`config.mk`:
```
export PLATFORM = sky130hd
export DESIGN_NAME = uart_tx_regs
export DESIGN_NICKNAME = d
export VERILOG_FILES = /design/src/rtl/uart_tx_regs.sv
export SDC_FILE = /design/constraint.sdc
export NUM_CORES = 1
export LEC_CHECK = 0
export BUFFER_PORTS_ARGS = -buffer_cell sky130_fd_sc_hd__clkbuf_2
export CAP_MARGIN = 20
export CORE_ASPECT_RATIO = 0.75
export CORE_UTILIZATION = 45
export DETAILED_ROUTE_END_ITERATION = 8
export GPL_ROUTABILITY_DRIVEN = 0
export PLACE_DENSITY = 0.71
export RECOVER_POWER = 25
export SETUP_SLACK_MARGIN = 0.02
export SYNTH_ARGS = -nofsm -noshare
export SYNTH_HDL_FRONTEND = slang
export SYNTH_SLANG_ARGS = --single-unit
export TNS_END_PERCENT = 1
```
`constraint.sdc`:
```
create_clock -name clk_i -period 8 [get_ports clk_i]
set_input_delay 1.6 -clock clk_i [delete_from_list [all_inputs] [get_ports clk_i]]
set_output_delay 1.6 -clock clk_i [all_outputs]
set_load 0.02 [all_outputs]
```
`src/rtl/uart_tx_regs.sv`:
```
// Memory-mapped 8N1 UART transmitter: TXDATA/STATUS/BAUDDIV/CTRL registers,
// a byte FIFO, a bit-period-timed serialiser and a level transmit-done interrupt.
module uart_tx_regs #(
  parameter int          FIFO_DEPTH  = 8,
  parameter logic [15:0] DEFAULT_DIV = 16'd867
) (
  input  logic        clk_i,
  input  logic        reset_i,
  input  logic        csb_i,
  input  logic        wen_i,
  input  logic [3:0]  addr_i,
  input  logic [31:0] data_i,
  input  logic [3:0]  wmask_i,
  output logic [31:0] data_o,
  output logic        tx_o,
  output logic        irq_o
);

  localparam int AW = $clog2(FIFO_DEPTH);
  localparam logic [AW:0] DEPTH_C = (AW+1)'(FIFO_DEPTH);

  typedef enum logic [1:0] {IDLE, START, DATA, STOP} tx_state_t;

  // Bus semantics: a write commits on the rising edge where csb_i=0 and
  // wen_i=0; there is no stall, every access completes in that cycle. Reads
  // are combinational and only drive data_o while csb_i=0 and wen_i=1.
  logic       wr_en;
  logic [1:0] reg_sel;
  assign wr_en   = !csb_i && !wen_i;
  assign reg_sel = addr_i[3:2];

  logic unused_bits;
  assign unused_bits = ^{addr_i[1:0], data_i[31:16], wmask_i[3:2]};

  // Control/status registers
  logic [15:0] baud_q;
  logic        enable_q;
  logic        irq_en_q;
  logic        overflow_q;

  // FIFO
  logic [7:0]    mem_q [FIFO_DEPTH];
  logic [AW-1:0] wr_ptr_q;
  logic [AW-1:0] rd_ptr_q;
  logic [AW:0]   count_q;
  logic          full;
  logic          empty;
  logic          push_req;
  logic          push_ok;
  logic          pop;

  assign full     = (count_q == DEPTH_C);
  assign empty    = (count_q == '0);
  assign push_req = wr_en && (reg_sel == 2'd0) && wmask_i[0];
  // A pop in the same cycle frees a slot, so a push into a full FIFO is kept.
  assign push_ok  = push_req && (!full || pop);

  // Transmit FSM state
  tx_state_t   state_q, state_d;
  logic [7:0]  shift_q, shift_d;
  logic [15:0] div_q, div_d;
  logic [15:0] bit_cnt_q, bit_cnt_d;
  logic [2:0]  bit_idx_q, bit_idx_d;
  logic        bit_end;
  logic        irq_q;

  assign bit_end = (bit_cnt_q == div_q);

  always_ff @(posedge clk_i) begin
    if (push_ok) begin
      mem_q[wr_ptr_q] <= data_i[7:0];
    end
  end

  always_ff @(posedge clk_i or negedge reset_i) begin
    if (!reset_i) begin
      wr_ptr_q <= '0;
      rd_ptr_q <= '0;
      count_q  <= '0;
    end else begin
      if (push_ok) begin
        wr_ptr_q <= wr_ptr_q + AW'(1);
      end
      if (pop) begin
        rd_ptr_q <= rd_ptr_q + AW'(1);
      end
      case ({push_ok, pop})
        2'b10:   count_q <= count_q + (AW+1)'(1);
        2'b01:   count_q <= count_q - (AW+1)'(1);
        default: count_q <= count_q;
      endcase
    end
  end

  always_ff @(posedge clk_i or negedge reset_i) begin
    if (!reset_i) begin
      baud_q     <= DEFAULT_DIV;
      enable_q   <= 1'b0;
      irq_en_q   <= 1'b0;
      overflow_q <= 1'b0;
    end else begin
      if (push_req && full && !pop) begin
        overflow_q <= 1'b1;
      end else if (wr_en && (reg_sel == 2'd1) && wmask_i[0] && data_i[3]) begin
        overflow_q <= 1'b0;
      end
      if (wr_en && (reg_sel == 2'd2)) begin
        if (wmask_i[0]) baud_q[7:0]  <= data_i[7:0];
        if (wmask_i[1]) baud_q[15:8] <= data_i[15:8];
      end
      if (wr_en && (reg_sel == 2'd3) && wmask_i[0]) begin
        enable_q <= data_i[0];
        irq_en_q <= data_i[1];
      end
    end
  end

  always_comb begin
    state_d   = state_q;
    shift_d   = shift_q;
    div_d     = div_q;
    bit_cnt_d = bit_cnt_q;
    bit_idx_d = bit_idx_q;
    pop       = 1'b0;
    case (state_q)
      IDLE: begin
        if (enable_q && !empty) begin
          pop       = 1'b1;
          shift_d   = mem_q[rd_ptr_q];
          div_d     = baud_q;
          bit_cnt_d = '0;
          state_d   = START;
        end
      end
      START: begin
        if (bit_end) begin
          bit_cnt_d = '0;
          bit_idx_d = '0;
          state_d   = DATA;
        end else begin
          bit_cnt_d = bit_cnt_q + 16'd1;
        end
      end
      DATA: begin
        if (bit_end) begin
          bit_cnt_d = '0;
          shift_d   = {1'b0, shift_q[7:1]};
          if (bit_idx_q == 3'd7) begin
            state_d = STOP;
          end else begin
            bit_idx_d = bit_idx_q + 3'd1;
          end
        end else begin
          bit_cnt_d = bit_cnt_q + 16'd1;
        end
      end
      STOP: begin
        if (bit_end) begin
          bit_cnt_d = '0;
          // Chain straight into the next frame so there is no idle gap.
          if (enable_q && !empty) begin
            pop     = 1'b1;
            shift_d = mem_q[rd_ptr_q];
            div_d   = baud_q;
            state_d = START;
          end else begin
            state_d = IDLE;
          end
        end else begin
          bit_cnt_d = bit_cnt_q + 16'd1;
        end
      end
      default: state_d = IDLE;
    endcase
  end

  always_ff @(posedge clk_i or negedge reset_i) begin
    if (!reset_i) begin
      state_q   <= IDLE;
      shift_q   <= '0;
      div_q     <= '0;
      bit_cnt_q <= '0;
      bit_idx_q <= '0;
      irq_q     <= 1'b0;
    end else begin
      state_q   <= state_d;
      shift_q   <= shift_d;
      div_q     <= div_d;
      bit_cnt_q <= bit_cnt_d;
      bit_idx_q <= bit_idx_d;
      irq_q     <= irq_en_q && empty && (state_q == IDLE);
    end
  end

  assign tx_o  = (state_q == START) ? 1'b0 :
                 (state_q == DATA)  ? shift_q[0] : 1'b1;
  assign irq_o = irq_q;

  logic [4:0] count_ext;
  assign count_ext = 5'(count_q);

  always_comb begin
    data_o = '0;
    if (!csb_i && wen_i) begin
      case (reg_sel)
        2'd1:    data_o = {19'd0, count_ext, 4'd0, overflow_q,
                           (state_q != IDLE), empty, full};
        2'd2:    data_o = {16'd0, baud_q};
        2'd3:    data_o = {30'd0, irq_en_q, enable_q};
        default: data_o = '0;
      endcase
    end
  end

endmodule

```
==> flow_metrics.tcl, run 1 <==
set metrics [dict create \
    clock_skew_ns 0.006354 \
    io_pins 78 \
    drt_iter0_drc 336 \
    synth_adder_area_share 0.02153 \
    syn2layout_area_growth_pct 15.01 \
    die_y_um 105.2 \
    crit_required_ns 7.61 \
    violations "capacitance limit, slew limit" \
    synth_edf_count 64 \
    setup_tns_ns 0 \
    synth_ff_type "dfrtp_1" \
    synthMuxAreaShare 0.1362 \
    cap_viol_max_count 1 \
    cts_buffers 17 \
    grt_use_total 0.1967 \
    synth_area_sq_um 6392 \
    stdcell_area_sq_um 7352 \
    die_w_um 139.6 \
    cts.sinks 139 \
    cts_tree "built" \
    cp-start-kind "primary input" \
    cts-root-buf "clkbuf_16" \
    r2r_cells 6 \
    hpwlAfterDp_um 9047 \
    critPathArrivalTime_ns 4.39 \
    diodes 0 \
    clock_path_buffers 2 \
    ys_types 48 \
    final-setup-viol-count 0 \
    synth_top_family_by_area "multiplexers" \
    fillers 1132 \
    crit_path_max_incr_delay_ns 2.74 \
    antenna_found_initial 0 \
    core_sq_um 13800 \
    synth-seq-area-share 0.5954 \
    clk_pin_slew_worst_paths_ns 0.06 \
    grt_max_degree 76 \
    synth_cells 490 \
    grt_pass1_vias 3961 \
    hold_buffers 0 \
    nNetsFinal 594 \
    htreeDepth 4 \
    rr_startpoint "bit_cnt_q[5]" \
    crit_start "reset_i" \
    grt_pass1_wl_um 21590 \
    path_depth 1 \
    timing.critical_path.buf_inv 1 \
    ir_worst_vdd_v 0.0002327 \
    overflow 0 \
    cts_setup_buffers 0 \
    rrSetupSlack_ns 4.89 \
    num_vias 4043 \
    synth_area_leader_cell "edfxtp_1" \
    yosys.area_share.simple 0.09317 \
    path_max_fanout 75 \
    routed_via_density 5.561 \
    num_rows 37 \
    pwr_density_cell_nw_per_um2 342.3 \
    worst_skew_pair.late_latency_ns 0.42 \
    r2r-end "mem_q[6][5]" \
    synth_xor_area_frac 0.03562 \
    drt_wl_total_um 13050 \
    hold_viol_final 0 \
    wl_per_cell_um 17.95 \
    dpl_cell_area_sq_um 6733 \
    yosys-top-cells-area "edfxtp_1, dfrtp_1, mux2_2, mux4_2, o21ai_0" \
    synth.top_cells.by_count "dfrtp_1, edfxtp_1, o21ai_0" \
    yosysTopAreaCellShare 0.3006 \
    status "complete, but fails checks" \
    crit_path_end "bit_cnt_q[7]" \
    fmax_ghz 0.2091 \
    yosys_warnings 0 \
    power.total_mw 2.516 \
    tightestPinTransition_ns 3.966 \
    drc 0 \
    drive_gt1_frac 0.2464 \
    syn_avg_cell_area_sq_um 13.05 \
    die-area_sq_um 14690 \
    finalCritPeriodShare 0.5978 \
    holdWs_ns 0.4745 \
    async_reset_ff_frac 0.5396 \
    synth_compound_area_frac 0.08201 \
    path_class "in -> async" \
    rsz0062_at_grt "no" \
    yosys.cell_count.top_type "dfrtp_1" \
    first_pass_iters 4 \
    pre_cts_slack_ns 3.128 \
    critical-path-slowest-cell "clkbuf_1" \
    p_leak_nw 2.874 \
    ant_nets 0 \
    cp_top_family "buffers and inverters" \
    yosys_register_bits 139 \
    slew_violations 76 \
    relSlewSlack -1.644 \
    hold_path.class "reg -> reg" \
    start_util 0.4634 \
    path_cells "clkbuf_1" \
    io_buffer_count 41 \
    cts_resized 0 \
    end_kind "async pin" \
    fin_crit_ns 4.783 \
    setup_ws_ns 3.217 \
]
==> routing by layer <==
layer  routed length, um  vias up  global-route usage
met4                 176        0             0.07614
met1                6448     2026              0.2818
met5                   0        -                   0
met3                 582       18             0.05316
met2                5839      112              0.2854
li1                    -     1887                   -
==> cell usage in the layout, fill, tap and decap left out, drive strengths merged, types with 2 or more instances in the layout <==
cell,n
nor2b,3
buf,8
o211ai,3
xor2,5
nor4,4
clkinv,9
nand3,7
bufinv,3
o41ai,2
a31oi,4
or3,3
nand2,39
edfxtp,64
a22oi,11
inv,12
clkbuf,58
nor2,29
and3,13
nand4,9
nand2b,3
conb,16
mux2,37
ha,11
xnor2,21
mux2i,9
dfrtp,69
dfstp,6
nor3,6
o21ai,45
mux4,16
a21oi,18
==> report_power, final <==
| group | total, mW | switching [mW] | leakage [nW] | internal, mW |
|---|---|---|---|---|
| Clock | 0.793 | 0.303 | 0.294 | 0.490 |
| Combinational | 0.677 | 0.344 | 1.06 | 0.334 |
| Sequential | 1.05 | 0.163 | 1.51 | 0.883 |
| Total | 2.52 | 0.810 | 2.87 | 1.71 |
==> final cells by class <==
| class | instances | area, sq um | share of cell area |
|---|---|---|---|
| well taps | 175 | 219.0 | 0.02978 |
| repair buffers | 49 | 274.0 | 0.03727 |
| clock buffers | 17 | 425.4 | 0.05786 |
| flip-flops and latches | 139 | 3806 | 0.5177 |
| multi-input cells | 323 | 2421 | 0.3293 |
| clock inverters | 15 | 172.7 | 0.02349 |
| inverters | 9 | 33.78 | 0.004595 |
==> cell families (layout without fill, tap and decap cells) <==
kind of cell               count (synthesis)  after routing
DFF                                      139            139
and+or+nand+nor                          121            121
other                                      1             16
AOI/OAI and AO/OA                         87             87
adders and majority gates                 11             11
xor gates and xnor gates                  26             26
muxes                                     62             62
buffers and inverters                     43             90
==> state kept, by name, summed over array words and instances, names as in the netlist <==
signal / flops
mem_q: 64
baud_q: 16
bit_cnt_q: 16
div_q: 16
shift_q: 8
count_q: 4
bit_idx_q: 3
rd_ptr_q: 3
wr_ptr_q: 3
state_q: 2
enable_q: 1
irq_en_q: 1
irq_o: 1
overflow_q: 1
==> worst register-to-register path, stage by stage, from the launching register on <==
cell and delay [ns]:
dfrtp_1 0.46, xnor2_1 0.17, nand4_1 0.17, or4_4 0.63, o21ai_4 0.31, o211ai_1 0.22, nor2_1 0.77
==> worst min-delay path by stage <==
stage	start	end	cells after the start
after floorplan	shift_q[7]	shift_q[7]	2
after global placement	shift_q[7]	shift_q[7]	2
after detailed placement	shift_q[7]	shift_q[7]	2
after CTS	shift_q[7]	shift_q[7]	2
after global routing	shift_q[7]	shift_q[7]	2
final	shift_q[0]	shift_q[0]	2
==> per-stage QoR <==
| stage | utilization | std cells |
|---|---|---|
| final | 0.5329 | 727 |
| after global routing | 0.5329 | 727 |
| after CTS | 0.5314 | 725 |
| after detailed placement | 0.4880 | 693 |
| after global placement | 0.4880 | 693 |
| after floorplan | - | 505 |
(Power assumes the default switching activity.)
==> inputs of run 2 (changes only) <==
PLACE_DENSITY = 0.74   (was 0.71)
clock period = 4.2 ns   (was 8 ns; I/O delays follow)
==> run 2 against run 1 <==
  * The flow still finishes with violations (capacitance limit, slew limit)
  * Global-route usage barely moved
  * Clock power rose by 92%
  * Routed wire length is 1.7% higher
  * Sequential power increased by 89%
  * First-iteration DRC count grew 27%
  * Critical path depth is 5 higher
  * Die area unchanged
  * Power increased by 91%
  * Non-clock buffer count up 1
  * Critical endpoint is now mem_q[6][4]
  * Largest cell class unchanged
  * Largest power group unchanged
  * Highest routed layer unchanged
==> flow_metrics.tcl, run 2 (synthesis gave the netlist of run 1 again) <==
set metrics [dict create \
    status "complete, but fails checks" \
    violations "capacitance limit, slew limit" \
    clock_path_buffers 2 \
    htreeDepth 4 \
    antenna_found_initial 0 \
    fin_crit_ns 3.048 \
    grt_pass1_wl_um 21600 \
    pwr_density_cell_nw_per_um2 651.9 \
    grt_max_degree 76 \
    clock_skew_ns 0.006191 \
    final_cell_mix "dfrtp_1, edfxtp_1, o21ai_0, nand2_1, mux2_2" \
    hold_start "shift_q[7]" \
    hold_path_end "shift_q[7]" \
    finalCritPeriodShare 0.7257 \
    drt_iter0_drc 426 \
    cts_setup_buffers 0 \
    io_pins 78 \
    cts.sinks 139 \
    first_pass_iters 5 \
    grt_pass1_vias 4028 \
    crit_required_ns 4.24 \
    end_kind "flip-flop" \
    wl_per_cell_um 18.23 \
    relSlewSlack -0.2441 \
    num_vias 4147 \
    pre_cts_slack_ns 0.9240 \
    diodes 0 \
    hpwlAfterDp_um 9060 \
    ir_worst_vdd_v 0.0003635 \
    slew_violations 76 \
    cts_resized 0 \
    num_rows 37 \
    dpl_cell_area_sq_um 6743 \
    tightestPinTransition_ns 1.866 \
    rsz0062_at_grt "no" \
    ant_nets 0 \
    cp-start-kind "flip-flop" \
    cap_viol_max_count 1 \
    post-route-util 0.5349 \
    fmax_ghz 0.3281 \
    overflow 0 \
    die-area_sq_um 14690 \
    final-setup-viol-count 0 \
    stdcell_area_sq_um 7380 \
    worst_skew_pair.late_latency_ns 0.41 \
    core_sq_um 13800 \
    min_path_cells 2 \
    largest_reg_flops 64 \
    grt_use_total 0.1965 \
    path_max_fanout 8 \
    drive_gt1_frac 0.2514 \
    hold_buffers 0 \
    hold_viol_final 0 \
    cts-root-buf "clkbuf_16" \
    io_buffer_count 41 \
    cts_tree "built" \
    top_register "mem_q" \
    hold_path.class "reg -> reg" \
    syn2layout_area_growth_pct 15.44 \
    die_w_um 139.6 \
    final_common_cell "dfrtp_1" \
    power.total_mw 4.811 \
    die_y_um 105.2 \
    cts_buffers 17 \
    r2r_cells 6 \
    path_class "reg -> reg" \
    critPathArrivalTime_ns 3.09 \
    rr_startpoint "bit_cnt_q[1]" \
    drc 0 \
    setup_tns_ns 0 \
    r2r-end "mem_q[6][4]" \
    setup_ws_ns 1.152 \
    clk_pin_slew_worst_paths_ns 0.06 \
    start_util 0.4634 \
    drt_wl_total_um 13270 \
    p_leak_nw 2.894 \
    nNetsFinal 595 \
    rrSetupSlack_ns 1.15 \
    routed_via_density 5.696 \
]
## run 2: cell count changes in the layout (fill, tap and decap cells not counted), sizes merged
cell | before | now
clkbuf | 58 | 65
inv | 12 | 10
clkinvlp | 0 | 1
bufinv | 3 | 1
buf | 8 | 9
clkinv | 9 | 5
## run 2: critical path, stage by stage (launching register included)
cell and delay [ns]:
dfrtp_1 0.41, xnor2_1 0.24, nand4_1 0.20, or4_4 0.62, o21ai_4 0.32, o211ai_1 0.20
nor2_1 0.68
## run 2: cell type report
class                           instances  area (sq um)
Sequential cell                       139          3806
Inverter                                9         33.78
Timing Repair Buffer                   50         282.8
Tap cell                              175         219.0
Clock inverter                          8         76.32
Clock buffer                           24         545.5
Multi-Input combinational cell        323          2416
Fill cell                            1105          6416
## run 2: where the power goes
group	switching, mW	internal (mW)
Combinational	0.668	0.635
Sequential	0.300	1.68
Clock	0.557	0.968
## run 2: through the flow
stage | instances | hold slack (ns)
after detailed placement | 695 | 0.4703
after floorplan | 505 | 0.4488
after global placement | 695 | 0.4627
after global routing | 728 | 0.5144
after CTS | 727 | 0.4828
final | 728 | 0.4814
## run 2: worst max-delay path by stage
stage / start / end / slack (ns) / cells after the start
detailed placement: csb_i / count_q[2] / 0.92 / 9
global placement: csb_i / count_q[2] / 1.02 / 9
finish: bit_cnt_q[1] / mem_q[6][4] / 1.15 / 6
global route: bit_cnt_q[1] / mem_q[6][4] / 0.91 / 6
CTS: bit_cnt_q[1] / mem_q[6][4] / 1.15 / 6
floorplan: csb_i / mem_q[1][0] / 1.10 / 4
## run 2: layer usage
layer | global-route usage | vias to the layer above | share of wire
met5 | 0 | - | 0
met2 | 0.2950 | 168 | 0.46
li1 | - | 1875 | -
met1 | 0.2808 | 2083 | 0.46
met3 | 0.04771 | 21 | 0.062
met4 | 0.06672 | 0 | 0.016
